### config.mk
export PLATFORM = sky130hd
export DESIGN_NAME = uart_rx_csr
export DESIGN_NICKNAME = d
export VERILOG_FILES = /design/src/rtl/uart_pkg.sv /design/src/rtl/uart_rx_fifo.sv /design/src/rtl/uart_rx_csr.sv
export SDC_FILE = /design/constraint.sdc
export NUM_CORES = 1
export LEC_CHECK = 0
export BUFFER_PORTS_ARGS = -buffer_cell sky130_fd_sc_hd__buf_2
export CAP_MARGIN = 10
export CORE_MARGIN = 4
export CORE_UTILIZATION = 45
export CTS_CLUSTER_DIAMETER = 150
export DETAILED_ROUTE_END_ITERATION = 8
export PLACE_DENSITY = 0.72
export SYNTH_ARGS = -nofsm -noshare
export SYNTH_HDL_FRONTEND = slang
export SYNTH_HIERARCHICAL = 1
export SYNTH_SLANG_ARGS = --single-unit
### constraint.sdc
create_clock -name clk -period 3.6 [get_ports clk]
set_input_delay 0.72 -clock clk [delete_from_list [all_inputs] [get_ports clk]]
set_output_delay 0.72 -clock clk [all_outputs]
set_load 0.01 [all_outputs]
### src/rtl/uart_pkg.sv
// Shared definitions for the UART receive CSR block: CSR addresses,
// muartstat bit positions and the receiver FSM states (UART_RX_PARITY_EN).
package uart_pkg;

    localparam logic [11:0] CSR_MUARTSTAT = 12'hfc0;
    localparam logic [11:0] CSR_MUARTRX   = 12'hfc1;

    localparam int STAT_AVAIL   = 0;
    localparam int STAT_OVR     = 1;
    localparam int STAT_FERR    = 2;
    localparam int STAT_PERR    = 3;
    localparam int STAT_CNT_LSB = 8;
    localparam int RX_VALID     = 8;

    typedef enum logic [2:0] {
        IDLE,
        START,
        DATA,
`ifdef UART_RX_PARITY_EN
        PARITY,
`endif
        STOP,
        BREAK
    } rx_state_e;

endpackage

### src/rtl/uart_rx_fifo.sv
// Synchronous byte FIFO; pointers wrap modulo DEPTH (power of two).
// A push while full is only accepted when a pop frees a slot that cycle.
module uart_rx_fifo #(
    parameter int WIDTH = 8,
    parameter int DEPTH = 8
) (
    input  logic                     clk,
    input  logic                     rst,
    input  logic                     push_i,
    input  logic [WIDTH-1:0]         data_i,
    input  logic                     pop_i,
    output logic [WIDTH-1:0]         data_o,
    output logic                     full_o,
    output logic                     empty_o,
    output logic [$clog2(DEPTH):0]   count_o
);

    localparam int AW = $clog2(DEPTH);
    localparam int NW = AW + 1;

    logic [WIDTH-1:0] mem_q [DEPTH];
    logic [AW-1:0]    wr_ptr_q, wr_ptr_d;
    logic [AW-1:0]    rd_ptr_q, rd_ptr_d;
    logic [NW-1:0]    count_q, count_d;
    logic             wr_en;
    logic             rd_en;

    assign full_o  = (count_q == NW'(DEPTH));
    assign empty_o = (count_q == '0);
    assign count_o = count_q;
    assign data_o  = mem_q[rd_ptr_q];

    always_comb begin
        rd_en    = pop_i && !empty_o;
        wr_en    = push_i && (!full_o || rd_en);
        wr_ptr_d = wr_ptr_q;
        rd_ptr_d = rd_ptr_q;
        count_d  = count_q;
        if (wr_en) begin
            wr_ptr_d = wr_ptr_q + AW'(1);
        end
        if (rd_en) begin
            rd_ptr_d = rd_ptr_q + AW'(1);
        end
        count_d = count_q + NW'(wr_en) - NW'(rd_en);
    end

    always_ff @(posedge clk) begin
        if (!rst) begin
            wr_ptr_q <= '0;
            rd_ptr_q <= '0;
            count_q  <= '0;
        end else begin
            wr_ptr_q <= wr_ptr_d;
            rd_ptr_q <= rd_ptr_d;
            count_q  <= count_d;
        end
    end

    always_ff @(posedge clk) begin
        if (wr_en) begin
            mem_q[wr_ptr_q] <= data_i;
        end
    end

endmodule

### src/rtl/uart_rx_csr.sv
// UART receiver feeding a byte FIFO read through muartstat/muartrx CSRs.
// Define UART_RX_PARITY_EN for 8E1 frames with parity checking; default 8N1.
module uart_rx_csr
    import uart_pkg::*;
#(
    parameter int CLKS_PER_BIT = 16,
    parameter int FIFO_DEPTH   = 8
) (
    input  logic        clk,
    input  logic        rst,
    input  logic        rxd,
    input  logic        csr_valid,
    input  logic [11:0] csr_addr,
    output logic        csr_hit,
    output logic [31:0] csr_rdata,
    output logic        rx_irq
);

    localparam int CW = $clog2(CLKS_PER_BIT);
    localparam int NW = $clog2(FIFO_DEPTH) + 1;
    localparam logic [CW-1:0] HALF_CNT = CW'(CLKS_PER_BIT / 2 - 1);
    localparam logic [CW-1:0] BIT_CNT  = CW'(CLKS_PER_BIT - 1);

    logic          rxd_m_q;
    logic          rxd_s_q;
    rx_state_e     state_q;
    logic [CW-1:0] cnt_q;
    logic [2:0]    bit_q;
    logic [7:0]    shift_q;
    logic          ovr_q;
    logic          ferr_q;
    logic          rx_irq_q;
`ifdef UART_RX_PARITY_EN
    logic          par_q;
    logic          pbad_q;
    logic          perr_q;
`endif

    logic          tick;
    logic          push_req;
    logic          ferr_set;
    logic          perr_set;
    logic          ovr_set;
    logic          stat_sel;
    logic          rx_sel;
    logic          pop;
    logic [7:0]    fifo_head;
    logic          fifo_full;
    logic          fifo_empty;
    logic [NW-1:0] fifo_cnt;

    always_ff @(posedge clk) begin
        if (!rst) begin
            rxd_m_q <= 1'b1;
            rxd_s_q <= 1'b1;
        end else begin
            rxd_m_q <= rxd;
            rxd_s_q <= rxd_m_q;
        end
    end

    always_comb begin
        tick     = (cnt_q == BIT_CNT);
        ferr_set = (state_q == STOP) && tick && !rxd_s_q;
`ifdef UART_RX_PARITY_EN
        push_req = (state_q == STOP) && tick && rxd_s_q && !pbad_q;
        perr_set = (state_q == PARITY) && tick && (par_q ^ rxd_s_q);
`else
        push_req = (state_q == STOP) && tick && rxd_s_q;
        perr_set = 1'b0;
`endif
    end

    always_ff @(posedge clk) begin
        if (!rst) begin
            state_q <= IDLE;
            cnt_q   <= '0;
            bit_q   <= '0;
            shift_q <= '0;
`ifdef UART_RX_PARITY_EN
            par_q   <= 1'b0;
            pbad_q  <= 1'b0;
`endif
        end else begin
            unique case (state_q)
                IDLE: begin
                    cnt_q <= '0;
                    bit_q <= '0;
`ifdef UART_RX_PARITY_EN
                    par_q  <= 1'b0;
                    pbad_q <= 1'b0;
`endif
                    if (!rxd_s_q) begin
                        state_q <= START;
                    end
                end
                START: begin
                    // Mid-bit check rejects short low glitches
                    if (cnt_q == HALF_CNT) begin
                        cnt_q   <= '0;
                        state_q <= rxd_s_q ? IDLE : DATA;
                    end else begin
                        cnt_q <= cnt_q + CW'(1);
                    end
                end
                DATA: begin
                    if (tick) begin
                        cnt_q   <= '0;
                        shift_q <= {rxd_s_q, shift_q[7:1]};
                        bit_q   <= bit_q + 3'd1;
`ifdef UART_RX_PARITY_EN
                        par_q <= par_q ^ rxd_s_q;
                        if (bit_q == 3'd7) begin
                            state_q <= PARITY;
                        end
`else
                        if (bit_q == 3'd7) begin
                            state_q <= STOP;
                        end
`endif
                    end else begin
                        cnt_q <= cnt_q + CW'(1);
                    end
                end
`ifdef UART_RX_PARITY_EN
                PARITY: begin
                    if (tick) begin
                        cnt_q   <= '0;
                        pbad_q  <= par_q ^ rxd_s_q;
                        state_q <= STOP;
                    end else begin
                        cnt_q <= cnt_q + CW'(1);
                    end
                end
`endif
                STOP: begin
                    if (tick) begin
                        cnt_q   <= '0;
                        state_q <= rxd_s_q ? IDLE : BREAK;
                    end else begin
                        cnt_q <= cnt_q + CW'(1);
                    end
                end
                BREAK: begin
                    cnt_q <= '0;
                    if (rxd_s_q) begin
                        state_q <= IDLE;
                    end
                end
                default: begin
                    state_q <= IDLE;
                end
            endcase
        end
    end

    always_comb begin
        stat_sel = csr_valid && (csr_addr == CSR_MUARTSTAT);
        rx_sel   = csr_valid && (csr_addr == CSR_MUARTRX);
        csr_hit  = stat_sel || rx_sel;
        pop      = rx_sel && !fifo_empty;
        ovr_set  = push_req && fifo_full && !pop;
    end

    // A flag raised in the same cycle as a status read survives the clear
    always_ff @(posedge clk) begin
        if (!rst) begin
            ovr_q    <= 1'b0;
            ferr_q   <= 1'b0;
            rx_irq_q <= 1'b0;
`ifdef UART_RX_PARITY_EN
            perr_q   <= 1'b0;
`endif
        end else begin
            ovr_q    <= ovr_set || (ovr_q && !stat_sel);
            ferr_q   <= ferr_set || (ferr_q && !stat_sel);
            rx_irq_q <= !fifo_empty;
`ifdef UART_RX_PARITY_EN
            perr_q   <= perr_set || (perr_q && !stat_sel);
`endif
        end
    end

    assign rx_irq = rx_irq_q;

    always_comb begin
        csr_rdata = '0;
        if (stat_sel) begin
            csr_rdata[STAT_AVAIL]         = !fifo_empty;
            csr_rdata[STAT_OVR]           = ovr_q;
            csr_rdata[STAT_FERR]          = ferr_q;
`ifdef UART_RX_PARITY_EN
            csr_rdata[STAT_PERR]          = perr_q;
`endif
            csr_rdata[STAT_CNT_LSB +: 8]  = 8'(fifo_cnt);
        end else if (rx_sel && !fifo_empty) begin
            csr_rdata[RX_VALID]           = 1'b1;
            csr_rdata[7:0]                = fifo_head;
        end
    end

    uart_rx_fifo #(
        .WIDTH (8),
        .DEPTH (FIFO_DEPTH)
    ) u_fifo (
        .clk     (clk),
        .rst     (rst),
        .push_i  (push_req),
        .data_i  (shift_q),
        .pop_i   (pop),
        .data_o  (fifo_head),
        .full_o  (fifo_full),
        .empty_o (fifo_empty),
        .count_o (fifo_cnt)
    );

endmodule

* Word-level counts from Yosys, hierarchy flattened
Memory sizes are Yosys's and may differ from the RTL's. A register that Yosys moved wholly into a read port is not among the register bits.
Cells that the tools add are included.
** Word-level totals
- Register bits after elaboration :: 33
- Bits in writable memories :: 64
- Bits of input ports :: 16
- Output and inout port bits :: 34
- Logic and storage cells :: 88
- Memories kept :: 1
** Cells by class
- Add/subtract/negate cells :: 6
- Equal/unequal tests :: 16
- Multiplexer cells :: 23
- Reduce and logical (&&, ||, !) cells :: 30
** Memory list
- u_fifo.mem_q :: depth 8, bits a word 8, read ports 1, clocked after memory_dff 1, write ports 1, line uart_rx_fifo.sv:21 : logic [WIDTH-1:0] mem_q [DEPTH];
** Operator list (count)
- 3-bit 2-to-1 mux :: 12
- 12-bit == test (second input constant) :: 2
- 3-bit one-hot mux with 5 select lines :: 1
- 1-bit logical AND :: 12
- 2-bit != test (second input constant) :: 6
- 4-bit one-hot mux with 3 select lines :: 1
- 3-bit by 1-bit adder with 3-bit output (second input constant) :: 3
- 9-bit 2-to-1 mux :: 1
- 4-bit == test (second input constant) :: 2
- 4-bit 2-to-1 mux :: 2
- 3-bit by 2-bit == test with 1-bit output (second input constant) :: 2
- 3-bit == test (second input constant) :: 2
- 3-bit one-hot mux with 2 select lines :: 1
- 6-bit AND reduction :: 1
- 1-bit logical NOT :: 5
- 5-bit 2-to-1 mux :: 1
- 4-bit by 1-bit adder with 4-bit output :: 1
- 4-bit by 1-bit adder with 4-bit output (second input constant) :: 1
- 4-bit by 3-bit == test with 1-bit output (second input constant) :: 1
- 4-bit logical NOT :: 1
- 1-bit logical OR :: 4
- 2-bit AND reduction :: 2
- 2-bit OR reduction :: 2
- 4-bit by 1-bit subtractor with 4-bit output :: 1
- 6 further kinds :: 8

* Depth between registers and ports, before layout
- Word-level depth :: 8
- Mapped depth :: 13
- Depth with buffers taken out :: 12

* Hierarchy
The synthesis kept the hierarchy.
** By module, submodules not included
- uart_rx_fifo :: instances 1, cells each 186, area an instance 3201.8 um2, sequential area each 2182.1 um2
- uart_rx_csr :: instances 1, cells each 150, area an instance 1337.5 um2, sequential area each 460.4 um2

* Worst setup path before layout
Ideal clock, no wire load.
- Kind :: in2reg
- Start point :: input port csr_addr[1]
- End point :: memory u_fifo.mem_q[0][0], enable pin
- Setup time :: 0.395 ns
- Arrival time :: 2.999 ns
- Data required time :: 3.205 ns
- Slack :: 0.206 ns
- Stages :: 5
- Path buffers :: 0
- Cells stage by stage :: or4b_4 -> nor4_4 -> nor2b_1 -> nor2_1 -> nor4_1
** Between the ends
- Longest elaborated chain between the ends :: 8
** RTL lines
- from (decl) :: line uart_rx_csr.sv:13 : input logic [11:0] csr_addr,
- 12-bit == test :: line uart_rx_csr.sv:159 : rx_sel = csr_valid && (csr_addr == CSR_MUARTRX);
- 1-bit logical AND :: line uart_rx_csr.sv:159
- 1-bit logical AND :: line uart_rx_csr.sv:161 : pop = rx_sel && !fifo_empty;
- named net pop :: line uart_rx_csr.sv:46 : logic pop;
- 1-bit logical AND :: line uart_rx_fifo.sv:34 : rd_en = pop_i && !empty_o;
- 1-bit logical OR :: line uart_rx_fifo.sv:35 : wr_en = push_i && (!full_o || rd_en);
- 1-bit logical AND :: line uart_rx_fifo.sv:35
- 1-bit 2-to-1 mux :: line uart_rx_fifo.sv:61 : if (wr_en) begin
- 1-bit 2-to-1 mux (implied by the code) :: line uart_rx_fifo.sv:62 : mem_q[wr_ptr_q] <= data_i;
- to (decl) :: line uart_rx_fifo.sv:21
The timed path passes the listed nets, and every way through them passes these cells.

==> impl_metrics.yaml <==
worst_setup_path:
  worstReg2RegEnd: "u_fifo/mem_q[0][2]"
  crit_required_ns: 2.88
  cp_num_buf_inv: 1
  startpoint_type: "flop"
  cpPeakStageDelay_ns: 0.84
  reg2reg_from: "u_fifo/count_o[2]"
  cp.arrival_ns: 2.29
  ff2ff_setup_slack_ns: 0.90
  crit_chain: "mux4_2 -> mux2_2 -> a22o_1 -> buf_2"
  path_class: "reg2out"
  path_max_fanout: 16
  crit_slowest_cell: "dfxtp_1"
  rr_worst_depth: 11
  cp-end-kind: "primary output"
  crit_family: "flip-flops"
place:
  place_congestion: 0.775
  io_buffers: 29
  place_hpwl_mm: 5.46
  place_ws_ns: 0.487
final_layout:
  syn_to_final_growth_pct: 9.67
  post-route-util_pct: 50.7
  layout-drive-gt1-share_pct: 24.1
  nFillCells: 890
  fin_nets: 399
  diodes: 0
floorplanning:
  core-area_sq_um: 9820
  start_util_pct: 46.2
  rows: 36
  fp.dieArea_sq_um: 11800
  ios: 50
  die_w_um: 108
  die_h_um: 108
routing:
  vias: 2635
  viasPerCell: 5.17
  wl_per_cell_um: 15.2
  drt_iter0_drc: 105
  dr.pass1.iters: 4
  drcViolationCount: 0
  wirelength_mm: 7.74
  drtAntennaViolNets: 0
timing:
  finalCritPeriodShare_pct: 83.6
  fin_skew_ns: 0.00937
  rsz0062_at_grt: "no"
  max_slew_margin_pct: 30.2
  hold_viol: 0
  fin_ws_ns: 0.591
  setup_viol: 0
  max_slew.worst_pin.slew_ns: 1.04
  finalMaxSlewViolations: 0
  timing.fmax_ghz: 0.332
  min_period_ns: 3.01
  hold_ws_ns: 0.423
  finalSetupTns_ns: 0
clock_network:
  cts_root_buf: "clkbuf_8"
  hold_buffers: 0
  clock_latency_ns: 0.37
  tritoncts: "done"
  cts_buffer_depth: 2
  ctsHtreeMaxLevel: 3
  post_cts_buffers: 0
  clkTransAtPathRegs_ns: 0.10
  clock_sinks: 100
  cts_resized: 0
  numCtsBuffers: 9
grt:
  grt-ovfl-total: 0
  grt_max_degree: 40
  grt_pass1_vias: 2544
  antenna_found_initial: 0
  grt_pass1_wl_mm: 12.5
  grt_usage_pct: 14.2
status:
  status: "completed"
logic_synthesis:
  synth.top_cell.area_share_pct: 42.3
  post-synth-top-count-cell: "edfxtp_1"
  ys_top_cells_by_area: "edfxtp_1 42%, dfxtp_1 16%, mux4_2 7.9%"
  synth_ff_type: "edfxtp_1"
  synth.avg_cell_area_sq_um: 13.5
  ys_seq_elements: 100
  synthCells: 336
  synth_seq_area_share_pct: 58.2
  async_reset_ff_share_pct: 0
  synth_top_area_cell: "edfxtp_1"
  synth_commonest_cells: "64 x edfxtp_1, 36 x dfxtp_1, 24 x nand2_1"
  synth_cell_types: 52
  ys_warn_count: 6
  synth-edff-count: 64
  syn_area_sq_um: 4540
worst_hold_path:
  hold_class: "reg2reg"
  whs_endpoint: "rxd_s_q"
  min_from: "rxd_m_q"
  holdPathStages: 1
pwr:
  vdd_ir_drop_max_mv: 0.199
  p_leak_nw: 1.91
  p_total_mw: 1.92
  power.density_nw_per_um2: 386
flow_run:
  cap_violations: 0
per-layer routing:
layer  vias up  wire length [um]  global-route usage (%)  part of all wire [%]
li1       1279                 -                       -                     -
met1      1285              3380                    18.3                    44
met2        62              3840                    23.3                    50
met3         9               423                    4.42                   5.5
met4         0                91                    3.43                   1.2
met5         -                 0                       0                     0
layout by cell type (no fill, tap or decap), drive strengths merged, types with 2 or more instances in the layout:
master,count
a31oi,2
edfxtp,64
nor2,14
nand4b,2
inv,12
nor3b,3
conb,20
nor4,7
buf,42
nand2,24
mux2i,18
mux2,8
nand4,3
dfxtp,36
nor3,8
nand3b,2
a211oi,4
clkinv,3
o22ai,2
a21o,2
nor2b,9
nand3,11
nand2b,9
and2,9
a21oi,2
clkbuf,9
a22o,2
mux4,16
ha,10
xor2,2
o21ai,4
or3,4
area by class of cell:
class	count	area, sq um	share of cell area, %
repair buffers	42	243	4.88
well taps	133	166	3.34
inverters	9	46.3	0.930
flip-flops and latches	100	2640	53.1
multi-input cells	210	1690	34.0
clock inverters	7	66.3	1.33
clock buffers	9	124	2.49
state kept, by name, indices dropped and copies added (netlist names), named ones only:
register         count
u_fifo/count_o       4
state_q              3
u_fifo/rd_ptr_q      3
rxd_m_q              1
bit_q                3
shift_q              8
ovr_q                1
cnt_q                4
u_fifo/wr_ptr_q      3
ferr_q               1
rxd_s_q              1
rx_irq               1
u_fifo/mem_q        64
report_power, final:
part	switching, mW	total [mW]	internal (mW)
Clock	0.406	0.674	0.268
Combinational	0.0267	0.0384	0.0118
Sequential	0.00318	1.21	1.21
Total	0.436	1.92	1.49
worst reg2reg max path, delay by kind of cell, from the launching register on:
family                     cells  cell delay (ns)
and+or+nand+nor                6             1.16
DFF                            1             0.34
buffers and inverters          4             0.68
adders and majority gates      1             0.23
metrics by stage:
| step | area, sq um | std cells |
|---|---|---|
| 2_1_floorplan | 4610 | 355 |
| 6_report | 4980 | 510 |
| 4_1_cts | 4980 | 510 |
| 3_3_place_gp | 4790 | 494 |
| 3_5_place_dp | 4790 | 494 |
| 5_1_grt | 4980 | 510 |
cells by family (layout without fill, tap and decap cells):
logic type                 after synthesis  after routing  share of synthesized area [%]
and+or+nand+nor                        111            111                           14.3
DFF                                    100            100                           58.2
buffers and inverters                   45             67                           6.23
muxes                                   42             42                           13.9
AOI/OAI and AO/OA                       23             23                           3.56
adders and majority gates               11             11                           3.20
xor gates and xnor gates                 3              3                          0.579
other                                    1             20                         0.0826
worst max-delay path by stage:
stage | start | to | cells after the start
after global placement | csr_addr[1] | u_fifo/mem_q[1][7] | 8
after global routing | flop | csr_rdata[2] | 4
after floorplan | csr_addr[1] | u_fifo/mem_q[0][0] | 5
final | flop | csr_rdata[2] | 4
after CTS | flop | csr_rdata[2] | 4
after detailed placement | csr_addr[1] | u_fifo/mem_q[0][4] | 8
Note: power is estimated with default switching activity, not from simulation.
